$ cat src/rtl/y86_pkg.sv
// Shared Y86-64 write-back definitions:
// icodes, register IDs and scheduler states.
package y86_pkg;

  localparam logic [3:0] IHALT   = 4'h0;
  localparam logic [3:0] INOP    = 4'h1;
  localparam logic [3:0] IRRMOVQ = 4'h2;
  localparam logic [3:0] IIRMOVQ = 4'h3;
  localparam logic [3:0] IRMMOVQ = 4'h4;
  localparam logic [3:0] IMRMOVQ = 4'h5;
  localparam logic [3:0] IOPQ    = 4'h6;
  localparam logic [3:0] IJXX    = 4'h7;
  localparam logic [3:0] ICALL   = 4'h8;
  localparam logic [3:0] IRET    = 4'h9;
  localparam logic [3:0] IPUSHQ  = 4'hA;
  localparam logic [3:0] IPOPQ   = 4'hB;

  localparam logic [3:0] RNONE = 4'hF;
  localparam logic [3:0] RRSP  = 4'h4;

  typedef enum logic [1:0] {
    S_IDLE,
    S_WR_E,
    S_WR_M,
    S_NOP
  } wb_state_t;

endpackage

$ cat src/rtl/wb_dst_decode.sv
// Destination register decode for E and M
// write-back ports of a retiring instruction.
module wb_dst_decode
  import y86_pkg::*;
(
  input  logic [3:0] icode,
  input  logic [3:0] ra,
  input  logic [3:0] rb,
  input  logic       cnd,
  output logic [3:0] dst_e,
  output logic [3:0] dst_m
);

  // dstE: cmov gated by cnd, stack ops target %rsp
  always_comb begin
    dst_e = RNONE;
    unique case (icode)
      IRRMOVQ: dst_e = cnd ? rb : RNONE;
      IIRMOVQ,
      IOPQ:    dst_e = rb;
      ICALL,
      IRET,
      IPUSHQ,
      IPOPQ:   dst_e = RRSP;
      default: dst_e = RNONE;
    endcase
  end

  // dstM: memory loads write rA
  always_comb begin
    dst_m = RNONE;
    unique case (icode)
      IMRMOVQ,
      IPOPQ:   dst_m = ra;
      default: dst_m = RNONE;
    endcase
  end

endmodule

$ cat src/rtl/wb_port_scheduler.sv
// Serialises E/M write-backs onto one
// register-file write port; tracks halt/err.
module wb_port_scheduler
  import y86_pkg::*;
#(
  parameter int DATA_W = 64,
  parameter int CNT_W  = 16
)(
  input  logic              clk,
  input  logic              rst,
  input  logic              in_valid,
  output logic              in_ready,
  input  logic [3:0]        icode,
  input  logic [3:0]        rA,
  input  logic [3:0]        rB,
  input  logic              cnd,
  input  logic [DATA_W-1:0] valE,
  input  logic [DATA_W-1:0] valM,
  output logic              wr_en,
  output logic [3:0]        wr_addr,
  output logic [DATA_W-1:0] wr_data,
  output logic              instr_done,
  output logic              halted,
  output logic              err,
  output logic [CNT_W-1:0]  wb_count
);

  wb_state_t state, state_n, first_st;

  logic [3:0]        dec_e, dec_m;
  logic [3:0]        dst_e, dst_m;
  logic [DATA_W-1:0] val_e, val_m;
  logic              lat_halt, lat_bad;
  logic              accept, last;

  wb_dst_decode u_dec (
    .icode (icode),
    .ra    (rA),
    .rb    (rB),
    .cnd   (cnd),
    .dst_e (dec_e),
    .dst_m (dec_m)
  );

  assign accept = in_valid & in_ready;

  // halt retiring in its NOP cycle must not
  // let a follower slip in behind it
  assign in_ready = ~halted
    & ((state == S_IDLE)
    | (instr_done
       & ~((state == S_NOP) & lat_halt)));

  // first state of the instruction being accepted
  always_comb begin
    first_st = S_NOP;
    if (dec_e != RNONE)
      first_st = S_WR_E;
    else if (dec_m != RNONE)
      first_st = S_WR_M;
  end

  assign last = (state == S_IDLE) | instr_done;

  // next-state: chain into next instr, no bubble
  always_comb begin
    state_n = state;
    unique case (1'b1)
      last:    state_n = accept ? first_st : S_IDLE;
      default: state_n = S_WR_M;
    endcase
  end

  // state register
  always_ff @(posedge clk or posedge rst) begin
    if (rst) state <= S_IDLE;
    else     state <= state_n;
  end

  // latch the instruction at accept
  always_ff @(posedge clk or posedge rst) begin
    if (rst) begin
      dst_e    <= RNONE;
      dst_m    <= RNONE;
      val_e    <= '0;
      val_m    <= '0;
      lat_halt <= 1'b0;
      lat_bad  <= 1'b0;
    end else if (accept) begin
      dst_e    <= dec_e;
      dst_m    <= dec_m;
      val_e    <= valE;
      val_m    <= valM;
      lat_halt <= (icode == IHALT);
      lat_bad  <= (icode > IPOPQ);
    end
  end

  // Moore output decode
  always_comb begin
    wr_en      = 1'b0;
    wr_addr    = RNONE;
    wr_data    = '0;
    instr_done = 1'b0;
    unique case (state)
      S_WR_E: begin
        wr_en      = 1'b1;
        wr_addr    = dst_e;
        wr_data    = val_e;
        instr_done = (dst_m == RNONE);
      end
      S_WR_M: begin
        wr_en      = 1'b1;
        wr_addr    = dst_m;
        wr_data    = val_m;
        instr_done = 1'b1;
      end
      S_NOP:   instr_done = 1'b1;
      default: instr_done = 1'b0;
    endcase
  end

  // sticky status set as the NOP cycle retires
  always_ff @(posedge clk or posedge rst) begin
    if (rst) begin
      halted <= 1'b0;
      err    <= 1'b0;
    end else if (state == S_NOP) begin
      if (lat_halt) halted <= 1'b1;
      if (lat_bad)  err    <= 1'b1;
    end
  end

  // issued-write counter, free-running wrap
  always_ff @(posedge clk or posedge rst) begin
    if (rst)        wb_count <= '0;
    else if (wr_en) wb_count <= wb_count + CNT_W'(1);
  end

endmodule

$ cat config.mk
export PLATFORM = sky130hd
export DESIGN_NAME = wb_port_scheduler
export DESIGN_NICKNAME = d
export VERILOG_FILES = /design/src/rtl/y86_pkg.sv /design/src/rtl/wb_dst_decode.sv /design/src/rtl/wb_port_scheduler.sv
export SDC_FILE = /design/constraint.sdc
export NUM_CORES = 1
export LEC_CHECK = 0
export ABC_AREA = 1
export BUFFER_PORTS_ARGS = -buffer_cell sky130_fd_sc_hd__buf_2
export CAP_MARGIN = 20
export CORE_MARGIN = 2
export CORE_UTILIZATION = 25
export DETAILED_ROUTE_END_ITERATION = 10
export PLACE_DENSITY = 0.55
export SKIP_LAST_GASP = 1
export SYNTH_ARGS = -nofsm -noshare
export SYNTH_HDL_FRONTEND = slang
export SYNTH_SLANG_ARGS = --single-unit
$ cat constraint.sdc
create_clock -name clk -period 4.6 [get_ports clk]
set_input_delay 0.46 -clock clk [delete_from_list [all_inputs] [get_ports clk]]
set_output_delay 0.46 -clock clk [all_outputs]
set_load 0.005 [all_outputs]
After elaboration in Yosys (flattened, before gate mapping):

Cells that the tools add are included.

* input port bits: 144
* logic and storage cells: 54
* bits in registers: 158
* output and inout bits: 89

* bitwise gates (word level): 8
* magnitude comparators: 1
* reductions and logical operators: 9
* equal/unequal tests: 14
* multiplexer cells: 11
* $add $sub $neg: 1

Operator list (number)
* $pmux 64 s2: 1
* $eq 4x4->1 const B: 5
* $add 16x1->16 const B: 1
* $pmux 4 s3: 1
* $eq 4x2->1 const B: 2
* $eq 4x3->1 const B: 2
* $mux 4: 2
* $ne 4x4->1 const B: 2
* $pmux 4 s2: 1
* $reduce_or 2->1: 4
* $mux 2: 3
* $and 1x1->1: 4
* $eq 2x2->1 const B: 2
* $gt 4x4->1 const B: 1
* $logic_not 4->1: 1
* $reduce_and 2->1: 2
* $reduce_or 4->1: 1
* $eq 2x1->1 const B: 1
* $logic_not 2->1: 1
* $mux 1: 2
* $not 1->1: 2
* $or 1x1->1: 2
* $pmux 1 s2: 1

Depth between registers and ports, before layout:

* word-level depth: 9
* gate-level depth with buffers: 14
* mapped depth without buffers: 11

Modules after synthesis:

From an unflattened synthesis, not the netlist that was laid out.

* cells, all modules: 987
* area total of the unflattened synthesis: 7791.2 um2

Modules (own cells, without submodules)
* wb_port_scheduler: instances 1, area an instance 7589.8 um2, cells each 944, seq. area each 3963.8 um2
* wb_dst_decode: instances 1, area an instance 201.4 um2, cells each 43, seq. area each 0.0 um2

Worst setup path before layout:

No wires, ideal clock.

* path kind: flip-flop to output port
* start point: register state[0]
* end point: output wr_data[24]
* buffers on the path: 3
* arrival: 1631 ps
* setup slack: 2509 ps
* stages on the path, launching flop included: 8
* path through: dfrtp_1 > inv_1 > ha_1 > buf_2 > clkinv_1 > clkbuf_1 > buf_1 > a21oi_1

* word-level cells in the longest chain between the ends: 2
* elaborated cells between the ends (all ways): 3

RTL lines
* from (decl): line wb_port_scheduler.sv:28 `wb_state_t state, state_n, first_st;`
* from (signal assigned): line wb_port_scheduler.sv:77 `else state <= state_n;`
* $eq 2x2->1 / $eq 2x1->1 (equally long branches): line wb_port_scheduler.sv:105 `unique case (state)`
* $pmux 64 s2 (*): line wb_port_scheduler.sv:105
* to (decl): line wb_port_scheduler.sv:21 `output logic [DATA_W-1:0] wr_data,`

Every way passes the cells marked *; elsewhere a longest branch is shown, timed or not.

Final worst setup path:

* start point: register state[0]
* end point: output wr_data[12]

Same word-level chain as after synthesis.

==> flow_summary.json <==
{
  "outcome": "finished, final reports clean",
  "fmax_ghz": 0.327,
  "gr-total-overflow": 0,
  "fin_skew_ns": 0.0140,
  "worstPathMaxFanout": 40,
  "crit_required_ns": 4.14,
  "avgViaCountPerCell": 4.29,
  "rsz0062_at_grt": "false",
  "final_common_cell": "nand2_1",
  "die-area_sq_um": 30800,
  "r2r_cells": 11,
  "drt-met1-wl_um": 9840,
  "cts_buffers": 17,
  "fin_crit_sh_pct": 66.4,
  "endpoint_kind": "primary output",
  "startpoint_type": "flip-flop",
  "drcViolationCount": 0,
  "wl_met2_um": 9800,
  "drt_first_pass_iters": 5,
  "postCtsSetupRepairBufs": 0,
  "synthFlopType": "dfrtp_1",
  "antenna_found_initial": 4,
  "portBuffers": 232,
  "fillers": 3156,
  "grt_pass1_vias": 6713,
  "detail_route.iter0.violations": 384,
  "seqCellArea_sq_um": 3960,
  "finalPower_mw": 6.45,
  "p_per_area_nw_per_um2": 686,
  "maxSlewHeadroom_pct": 36.6,
  "tns_ns": 0,
  "cts_tree": "yes",
  "hpwl_um": 14000,
  "wl_met3_um": 1150,
  "finalHoldViolCount": 0,
  "clockBufferDepth": 2,
  "ios": 233,
  "p_leak_nw": 5.12,
  "yosysWarnings": 0,
  "grt_max_degree": 159,
  "clockRootBuffer": "clkbuf_16",
  "synth_area_sq_um": 7350,
  "syn_avg_cell_area_sq_um": 7.60,
  "fin_nets": 1323,
  "syn_inst": 967,
  "fp-row-count": 62,
  "htree_levels": 4,
  "setup.worst_path.class": "flip-flop to primary output",
  "core_sq_um": 28900,
  "hold_buffers": 0,
  "synth_seq_area_share_pct": 53.9,
  "grt_usage_pct": 14.1,
  "area_growth_syn_to_layout_pct": 27.9,
  "grt_pass1_wl_um": 34600,
  "period_minus_slack_ns": 3.05,
  "r2r_slack_ns": 2.19,
  "clock_latency_ns": 0.42,
  "ys_seq_elements": 158,
  "initial_core_util_pct": 25.5,
  "dieWidth_um": 175,
  "setup_viol": 0,
  "async_flop_share_pct": 100,
  "multi_input_area_sq_um": 2990,
  "fp.dieH_um": 175,
  "hold_path.class": "primary input to flip-flop",
  "synth_edf_count": 0,
  "drive_above_1_share_pct": 23.9,
  "vias": 6750,
  "crit_arrival_ns": 2.59,
  "synth_fp_nets": 1117,
  "tightestPinTransition_ns": 0.951,
  "wirelength_um": 21400,
  "place_congestion": 0.795,
  "synth_cell_type_count": 26,
  "hold_depth": 3,
  "wl_per_cell_um": 13.6,
  "clk_pin_slew_ns": 0.07,
  "maxCapViolCount": 0,
  "drtAntennaViolNets": 0,
  "ir_worst_vdd_v": 0.000332,
  "cts.sinks": 158,
  "cts-resized-gates": 0,
  "mostFrequentLayoutCells": "nand2_1 (584), buf_2 (232), dfrtp_1 (150)",
  "highest_layer": "met5",
  "slew_viol_final": 0
}
-- cell families (layout without fill, tap and decap cells) --
group | Yosys count | in the layout | synth area share (%)
AND/OR/NAND/NOR | 621 | 621 | 32.4
flip-flops | 158 | 158 | 53.9
buffers and inverters | 86 | 305 | 5.41
AO/OA/AOI/OAI | 83 | 83 | 5.74
XOR/XNOR | 13 | 13 | 1.55
adder cells (fa/ha/maj) | 6 | 6 | 1.02
other | 0 | 4 | 0
-- flip-flops by register name, indices dropped and copies added (netlist names) --
name      cells
val_e        64
halted        1
wb_count     16
dst_e         4
lat_halt      1
state         2
val_m        64
lat_bad       1
err           1
dst_m         4
-- final cells by class --
class                   count  share of cell area (%)
flip-flops and latches    158                    42.2
multi-input cells         723                    31.8
repair buffers            239                    13.2
well taps                 384                    5.11
clock buffers              18                    4.56
clock inverters            14                    1.61
inverters                  34                    1.42
diodes                      4                   0.106
-- through the flow --
stage                     instances  area (sq um)  hold slack, ns  util (%)  setup WS [ns]
after floorplan                 967          7350           0.442         -           2.15
after global placement         1538          8810           0.446      30.5           2.08
after detailed placement       1538          8810           0.447      30.5           1.97
after CTS                      1570          9390           0.211      32.5           1.50
after global routing           1572          9400           0.222      32.6           1.29
final                          1574          9400           0.239      32.6           1.55
-- critical path, stage by stage, from the launching register on --
cell and delay, ns:
dfrtp_1 0.38, inv_1 0.09, ha_1 0.43, inv_2 0.48, buf_4 0.51, a21oi_1 0.10
buf_2 0.15
-- report_power, final --
group          switching, mW  total, mW  internal [mW]
Clock                  0.643       1.41          0.768
Sequential             0.362       2.42           2.06
Combinational           1.73       2.62          0.886
Total                   2.74       6.45           3.72
-- synth_stat cells (2+ instances only) --
master	instances	area share, %
a21o_1	2	0.20
a21oi_1	69	4.7
buf_2	6	0.41
buf_4	8	0.82
buf_6	5	0.77
clkbuf_1	32	1.6
dfrtp_1	150	51
dfstp_2	8	2.9
ha_1	6	1.0
inv_1	32	1.6
nand2_1	584	30
nand3_1	11	0.75
nand4_1	6	0.51
nor2_1	14	0.71
nor3_1	3	0.20
o21ai_0	10	0.68
xnor2_1	3	0.36
xor2_1	10	1.2
-- per-layer routing --
layer  GRT usage, %  up-vias
li1               -     3375
met1           18.4     3148
met2           22.8      196
met3           3.12       29
met4           5.23        2
met5              0        -
-- worst paths after layout --
| check | from | endpoint |
|---|---|---|
| worst max register to register | state[0]$_DFF_PP0_ | val_m[33]$_DFFE_PP0N_ |
| worst min register to register | err$_DFFE_PP0P_ | err$_DFFE_PP0P_ |
| worst min-delay path | valE[52] | val_e[52]$_DFFE_PP0N_ |
| max in group asynchronous | rst | val_m[33]$_DFFE_PP0N_ |
| min in group asynchronous | rst | wb_count[3]$_DFFE_PP0P_ |
| worst max-delay path | state[0]$_DFF_PP0_ | wr_data[12] |
Power figures use the tool's default switching activity.
